### src/rtl/alu_pkg.sv
// Shared ALU definitions: funct codes, sequencer FSM states and
// default multi-cycle latencies used by the divider and multiplier.
package alu_pkg;

    localparam int FUNCT_W    = 6;
    localparam int CNT_W      = 7;
    localparam int DIV_CYCLES = 32;
    localparam int MUL_CYCLES = 32;

    localparam logic [5:0] F_AND   = 6'b100100;
    localparam logic [5:0] F_OR    = 6'b100101;
    localparam logic [5:0] F_ADD   = 6'b100000;
    localparam logic [5:0] F_SUB   = 6'b100010;
    localparam logic [5:0] F_SLT   = 6'b101010;
    localparam logic [5:0] F_SLL   = 6'b000000;
    localparam logic [5:0] F_MFHI  = 6'b010000;
    localparam logic [5:0] F_MFLO  = 6'b010010;
    localparam logic [5:0] F_DIVU  = 6'b011011;
    localparam logic [5:0] F_MULTU = 6'b011001;
    localparam logic [5:0] F_OUT   = 6'b111111;

    typedef enum logic [1:0] {
        S_IDLE,
        S_RUN,
        S_WB
    } state_t;

endpackage

### src/rtl/alu_funct_decode.sv
// Combinational funct classifier: single-cycle, multi-cycle or illegal,
// plus the RUN length for multi-cycle ops.
// Ports: funct_i in; is_single_o, is_multi_o, is_illegal_o, lat_o out.
module alu_funct_decode #(
    parameter int CNT_W      = 7,
    parameter int DIV_CYCLES = 32,
    parameter int MUL_CYCLES = 32
) (
    input  logic [alu_pkg::FUNCT_W-1:0] funct_i,
    output logic                        is_single_o,
    output logic                        is_multi_o,
    output logic                        is_illegal_o,
    output logic [CNT_W-1:0]            lat_o
);
    import alu_pkg::*;

    always_comb begin
        is_single_o  = 1'b0;
        is_multi_o   = 1'b0;
        is_illegal_o = 1'b0;
        lat_o        = '0;
        unique case (funct_i)
            F_AND, F_OR, F_ADD, F_SUB, F_SLT,
            F_SLL, F_MFHI, F_MFLO, F_OUT: begin
                is_single_o = 1'b1;
            end
            F_DIVU: begin
                is_multi_o = 1'b1;
                lat_o      = CNT_W'(DIV_CYCLES);
            end
            F_MULTU: begin
                is_multi_o = 1'b1;
                lat_o      = CNT_W'(MUL_CYCLES);
            end
            default: begin
                is_illegal_o = 1'b1;
            end
        endcase
    end

endmodule

### src/rtl/alu_op_sequencer.sv
// Registered ALU op sequencer: issues funct codes, runs DIVU/MULTU for a
// fixed cycle count, then issues OUT with a HI/LO write strobe.
// Ports: clk, rst_n, funct, funct_valid, flush in; busy, ctrl_alu/sht/div/
// mux, hilo_we, done, illegal out.
module alu_op_sequencer #(
    parameter int FUNCT_W    = alu_pkg::FUNCT_W,
    parameter int DIV_CYCLES = alu_pkg::DIV_CYCLES,
    parameter int MUL_CYCLES = alu_pkg::MUL_CYCLES,
    parameter int CNT_W      = alu_pkg::CNT_W
) (
    input  logic               clk,
    input  logic               rst_n,
    input  logic [FUNCT_W-1:0] funct,
    input  logic               funct_valid,
    input  logic               flush,
    output logic               busy,
    output logic [FUNCT_W-1:0] ctrl_alu,
    output logic [FUNCT_W-1:0] ctrl_sht,
    output logic [FUNCT_W-1:0] ctrl_div,
    output logic [FUNCT_W-1:0] ctrl_mux,
    output logic               hilo_we,
    output logic               done,
    output logic               illegal
);
    import alu_pkg::*;

    localparam int CNT_MAX = (1 << CNT_W) - 1;

    if (FUNCT_W != alu_pkg::FUNCT_W) begin : g_bad_fw
        $error("FUNCT_W must match the package code width");
    end
    if (DIV_CYCLES < 1 || DIV_CYCLES > CNT_MAX) begin : g_bad_div
        $error("DIV_CYCLES out of counter range");
    end
    if (MUL_CYCLES < 1 || MUL_CYCLES > CNT_MAX) begin : g_bad_mul
        $error("MUL_CYCLES out of counter range");
    end

    state_t             state_q, state_d;
    logic [CNT_W-1:0]   cnt_q, cnt_d;
    logic [FUNCT_W-1:0] ctrl_q, ctrl_d;
    logic               done_q, done_d;
    logic               ill_q, ill_d;
    logic               hilo_q, hilo_d;

    logic               is_single;
    logic               is_multi;
    logic               is_illegal;
    logic [CNT_W-1:0]   lat;

    alu_funct_decode #(
        .CNT_W      (CNT_W),
        .DIV_CYCLES (DIV_CYCLES),
        .MUL_CYCLES (MUL_CYCLES)
    ) u_dec (
        .funct_i      (funct),
        .is_single_o  (is_single),
        .is_multi_o   (is_multi),
        .is_illegal_o (is_illegal),
        .lat_o        (lat)
    );

    always_ff @(posedge clk) begin
        if (!rst_n) begin
            state_q <= S_IDLE;
            cnt_q   <= '0;
            ctrl_q  <= '0;
            done_q  <= 1'b0;
            ill_q   <= 1'b0;
            hilo_q  <= 1'b0;
        end else begin
            state_q <= state_d;
            cnt_q   <= cnt_d;
            ctrl_q  <= ctrl_d;
            done_q  <= done_d;
            ill_q   <= ill_d;
            hilo_q  <= hilo_d;
        end
    end

    always_comb begin
        state_d = state_q;
        cnt_d   = cnt_q;
        ctrl_d  = ctrl_q;
        done_d  = 1'b0;
        ill_d   = 1'b0;
        hilo_d  = 1'b0;
        unique case (state_q)
            S_RUN: begin
                if (flush) begin
                    state_d = S_IDLE;
                    cnt_d   = '0;
                    ctrl_d  = '0;
                end else if (cnt_q == '0) begin
                    state_d = S_WB;
                    ctrl_d  = F_OUT;
                    done_d  = 1'b1;
                    hilo_d  = 1'b1;
                end else begin
                    cnt_d = cnt_q - CNT_W'(1);
                end
            end
            default: begin
                // IDLE and WB both accept; WB outputs are already registered.
                state_d = S_IDLE;
                if (funct_valid && !flush) begin
                    unique case (1'b1)
                        is_single: begin
                            ctrl_d = funct;
                            done_d = 1'b1;
                        end
                        is_multi: begin
                            ctrl_d  = funct;
                            cnt_d   = lat - CNT_W'(1);
                            state_d = S_RUN;
                        end
                        is_illegal: begin
                            ill_d = 1'b1;
                        end
                        default: ;
                    endcase
                end
            end
        endcase
    end

    assign busy     = (state_q == S_RUN);
    assign ctrl_alu = ctrl_q;
    assign ctrl_sht = ctrl_q;
    assign ctrl_div = ctrl_q;
    assign ctrl_mux = ctrl_q;
    assign hilo_we  = hilo_q;
    assign done     = done_q;
    assign illegal  = ill_q;

endmodule

### config.mk
export PLATFORM = sky130hd
export DESIGN_NAME = alu_op_sequencer
export DESIGN_NICKNAME = d
export VERILOG_FILES = /design/src/rtl/alu_pkg.sv /design/src/rtl/alu_funct_decode.sv /design/src/rtl/alu_op_sequencer.sv
export SDC_FILE = /design/constraint.sdc
export NUM_CORES = 1
export LEC_CHECK = 0
export ABC_AREA = 0
export BUFFER_PORTS_ARGS = -buffer_cell sky130_fd_sc_hd__buf_4
export CORE_AREA = 2 2 52 54
export DETAILED_ROUTE_END_ITERATION = 8
export DIE_AREA = 0 0 54 56
export PLACE_DENSITY = 0.81
export SLEW_MARGIN = 20
export SYNTH_ARGS = -nofsm -noshare
export SYNTH_HDL_FRONTEND = slang
export SYNTH_SLANG_ARGS = --single-unit
export TNS_END_PERCENT = 1
### constraint.sdc
create_clock -name clk -period 2.1 [get_ports clk]
set_input_delay 0.63 -clock clk [delete_from_list [all_inputs] [get_ports clk]]
set_output_delay 0.63 -clock clk [all_outputs]
set_load 0.01 [all_outputs]
After elaboration in Yosys (flattened, before gate mapping)
Index checks and enable logic that the tools add are counted.
{"block": "op_classes", "add_sub_neg": 2, "eq_ne": 13, "muxes": 24, "n_bitwise": 2, "reduce_logical": 15}
{"op": "equality test 6 bit, second input constant", "count": 6}
{"op": "2-to-1 mux 6 bit", "count": 6}
{"op": "2-to-1 mux 7 bit", "count": 5}
{"op": "equality test 6 x 5 -> 1 bit, second input constant", "count": 4}
{"op": "subtractor 7 x 1 -> 7 bit, second input constant", "count": 2}
{"op": "OR reduction 11 bit", "count": 1}
{"op": "2-to-1 mux 1 bit", "count": 10}
{"op": "OR reduction 9 bit", "count": 1}
{"op": "zero test 7 bit", "count": 1}
{"op": "zero test 6 bit", "count": 1}
{"op": "2-to-1 mux 2 bit", "count": 3}
{"op": "AND reduction 3 bit", "count": 2}
{"op": "nonzero test 2 bit", "count": 3}
{"op": "OR reduction 2 bit", "count": 2}
{"op": "!= test 3 x 2 -> 1 bit, second input constant", "count": 1}
{"op": "!= test 3 bit, second input constant", "count": 1}
{"op": "OR reduction 3 bit", "count": 1}
{"op": "equality test 2 x 1 -> 1 bit, second input constant", "count": 1}
{"op": "NOT 1 bit", "count": 2}
{"op": "AND reduction 2 bit", "count": 1}
{"op": "logical AND 1 bit", "count": 1}
{"op": "zero test 1 bit", "count": 1}
{"block": "totals", "reg_bits": 18, "input_bits": 10, "out_inout_bits": 28, "elab_cells": 62}

Longest topological paths before layout
{"block": "logic_depth", "word_depth": 7, "depth_mapped": 6, "ltp_nobuf": 6}

Cells and area by module
A second synthesis with hierarchy kept.
{"block": "unflattened", "cells_unflattened": 147, "area_unflattened_um2": 1248.7}
{"mod": "alu_op_sequencer", "instances": 1, "cells_each": 127, "area_each_um2": 1093.5, "seq_area_each_um2": 360.3}
{"mod": "alu_funct_decode", "instances": 1, "cells_each": 20, "area_each_um2": 155.1, "seq_area_each_um2": 0.0}

Worst setup path before layout
OpenSTA, ideal clock, no wires.
{"block": "synth_timing", "path_type": "input port to flip-flop", "startpoint": "input funct[1]", "endpoint": "register ctrl_q[0], in the netlist ctrl_alu[0]", "setup_ns": 0.072, "arrival_ns": 1.685, "t_required_ns": 2.028, "slack_ns": 0.343, "path_stages": 5, "n_path_buf": 0, "cell_sequence": "and2_1 a211oi_2 nor2_2 o31ai_4 mux2i_1"}
{"block": "synth_via", "elab_chain_len": 6, "word_cells_on_any_way": 18, "cone_classes": "eq/ne (10); mux (2); reduce/logical (6)"}
{"item": "start: declaration", "line_no": "alu_op_sequencer.sv:13", "text": "input logic [FUNCT_W-1:0] funct,"}
{"item": "equality test 6 bit, or another cell as far along", "line_no": "alu_funct_decode.sv:22", "text": "unique case (funct_i)"}
{"item": "OR reduction 9 bit / OR reduction 2 bit (equally long branches)"}
{"item": "2-to-1 mux 1 bit", "line_no": "alu_funct_decode.sv:22"}
{"item": "OR reduction 2 bit (no source line) *"}
{"item": "nonzero test 2 bit (no source line) *"}
{"item": "AND reduction 3 bit (no source line) *"}
{"item": "end signal: assignment", "line_no": "alu_op_sequencer.sv:74", "text": "ctrl_q <= ctrl_d;"}
{"item": "end: declaration", "line_no": "alu_op_sequencer.sv:41", "text": "logic [FUNCT_W-1:0] ctrl_q, ctrl_d;"}
Every way passes the cells marked *; elsewhere a longest branch is shown, timed or not.
A chain may end at the register's enable or synchronous reset.

Worst setup path in the final report
{"block": "layout_timing", "startpoint": "register state_q[1]", "endpoint": "output busy"}
{"block": "layout_via", "elab_chain_len": 1}
{"item": "start: declaration", "line_no": "alu_op_sequencer.sv:39", "text": "state_t state_q, state_d;"}
{"item": "start signal: assignment", "line_no": "alu_op_sequencer.sv:72", "text": "state_q <= state_d;"}
{"item": "equality test 2 x 1 -> 1 bit", "line_no": "alu_op_sequencer.sv:127", "text": "assign busy = (state_q == S_RUN);"}
{"item": "end: declaration", "line_no": "alu_op_sequencer.sv:16", "text": "output logic busy,"}
Every way passes these cells.

==> qor.txt <==
drt pass-1 iters: 4
CP Class: reg -> out
fin util: 55.2%
DIE AREA: 3020 um^2
wire per inst: 12.6 um
routed vias/inst: 5.57
Req. time, crit path: 1.47 ns
yosys warns: 0
fillers: 236
slew margin rel.: 70.9%
Max FO, Critical Path: 15
Num CTS Buffers: 3
prevailing post-synth register cell: dfxtp_1
Critical Path End Type: output port
Top Usage Layer GRT: met2
Final Instance Area: 1340 um^2
clock skew: 0.00410 ns
Clock Sinks: 18
Area growth syn-to-layout: 17.4%
final hold vios: 0
register area: 360 um^2
area of the multi-input gates: 602 um^2
Die H: 56 um
buffers inserted by post-CTS timing repair: 0
Placer Congestion: 0.852
Port Buf Inserts: 37
CTS resizes: 0
Sw Ratio: 25.4%
row count: 18
gr usage total: 16.9%
pin count of the biggest net entering global routing: 22
Routed Antenna Nets: 0
DR iter-0 viols: 21
status: finished, final reports clean
power share of the clock group: 27.4%
post-synthesis sequential area ratio: 31.5%
P per Cell Area: 457 nW/um^2
worst hold path class: reg -> reg
first-pass GRT wire length: 3.98 mm
Worst-Skew Late Latency: 0.29 ns
Lkg Pwr: 0.632 nW
Ports: 38
drc violations: 0
core box area: 2430 um^2
syn_area_per_cell: 8.48 um^2
arrival time worst endpoint: 1.14 ns
via count: 1,025
Worst VDD drop: 407 uV
RSZ-0062 raised after global routing: false
combinational group share of total power: 15.5%
min Tclk post-route: 1.77 ns
setup TNS: 0 ns
# Max-Cap Violations: 0
gr ovfl total: 0
Antenna diodes: 0
Max Clock Freq: 566 MHz
register bit total from synthesis: 18
Critical Path Start Type: flop
DP Area: 1320 um^2
GR Util met2: 29.4%
initial antenna violation count: 0
Clock transition at path regs: 0.10 ns
design internal power: 0.458 mW
layout cells sized above 1: 34.4%
H-tree depth: 1
CTS tree: built
Mapped Area: 1140 um^2
Nets: 168
Post-Syn Instances: 135
library cells used by synthesis: 36
Root Driver: clkbuf_4
met1 Usage GRT: 20.0%
Initial Util: 47.1%
post-cts hold buffer count: 0
max-slew violation count: 0
Post-synth EDFFs: 0
number of global-route vias before repair: 946
top cells by area, synth: dfxtp_1, buf_4, mux2i_1
WL final: 2.31 mm
Die W: 54 um
register share of total power: 57.0%
crit share post-route: 84.2%
post-synth top area share: 31.5%
Setup Viol. Count Final: 0
hpwl dp: 1.72 mm
Tightest Pin Transition: 0.437 ns
syn_nets: 147
Synth top cells by count: buf_4, dfxtp_1, nand2_1, o211ai_1
dominant cell type by area after synthesis: dfxtp_1
clock tree buffer depth: 2
asr flop ratio synth: 0%
P_sw: 0.156 mW
GRT met3 Usage: 6.18%
-- area by class of cell --
class                   instances  share of cell area [%]
multi-input cells              90                    44.8
well taps                      30                    2.79
flip-flops and latches         18                    26.8
clock buffers                   3                    1.68
inverters                       4                    2.14
repair buffers                 39                    21.8
-- metrics by stage --
| stage | setup slack (ns) | std cells | hold WS [ns] | power [mW] |
|---|---|---|---|---|
| 3_3_place_gp | 0.110 | 181 | 0.481 | 0.452 |
| 2_1_floorplan | 0.343 | 135 | 0.468 | 0.419 |
| 3_5_place_dp | 0.0631 | 181 | 0.500 | 0.454 |
| 6_report | 0.332 | 184 | 0.511 | 0.614 |
| 4_1_cts | 0.306 | 184 | 0.515 | 0.627 |
| 5_1_grt | 0.277 | 184 | 0.540 | 0.648 |
-- power groups by stage --
stage               logic, mW  registers [mW]  clock network [mW]
finish                 0.0953           0.350               0.168
global route            0.107           0.351               0.191
CTS                    0.0959           0.350               0.181
detailed placement     0.0954           0.358                   0
global placement       0.0945           0.358                   0
floorplan              0.0594           0.359                   0
-- layer usage --
metal	routed length [um]	share of wire (%)
met1	954	41
met2	1150	50
met3	206	8.9
met4	0	0
met5	0	0
-- registers in the layout, summed over array words and instances (netlist names) --
| register | cells |
|---|---|
| cnt_q | 7 |
| illegal | 1 |
| hilo_we | 1 |
| state_q | 2 |
| done | 1 |
| ctrl_alu | 6 |
-- worst paths after layout --
| path | start | endpoint | slack [ns] | depth (start not counted) |
|---|---|---|---|---|
| worst max register to register | cnt_q[4] | ctrl_alu[3] | 0.49 | 5 |
| worst min register to register | ctrl_alu[2] | ctrl_alu[2] | 0.51 | 2 |
| worst min-delay path | ctrl_alu[2] | ctrl_alu[2] | 0.51 | 2 |
| worst max-delay path | state_q[1] | busy | 0.33 | 3 |
-- layout by cell type, fill, tap and decap left out --
master,n
buf_4,39
dfxtp_1,18
nand2_1,16
o211ai_1,8
o21ai_0,7
mux2i_1,7
nor2_1,6
a21oi_1,6
nor3_1,4
inv_1,3
nand2b_1,3
a31oi_1,3
clkbuf_4,3
nor2_2,2
nand4_1,2
nand3_1,2
nor4b_1,2
and3_1,2
nor4_1,2
o221a_2,2
ha_1,2
bufinv_8,1
nor3_2,1
nand3_2,1
and3_4,1
nand4b_1,1
a41o_1,1
and2_1,1
a211oi_2,1
a22oi_2,1
o31ai_4,1
a22oi_1,1
nor2b_1,1
a21o_1,1
a21boi_0,1
o211a_1,1
-- cells by family after synthesis --
| kind of cell | share of synthesized area (%) |
|---|---|
| mux | 6.12 |
| fa+ha+maj | 2.19 |
| buf+inv | 16.0 |
| compound gates | 22.3 |
| flops | 31.5 |
| simple gates | 22.0 |
-- critical path, stage by stage, from the launching register on --
cell      delay [ns]
dfxtp_1         0.31
nand2b_1        0.16
bufinv_8        0.25
buf_4           0.13
Power figures use the tool's default switching activity.
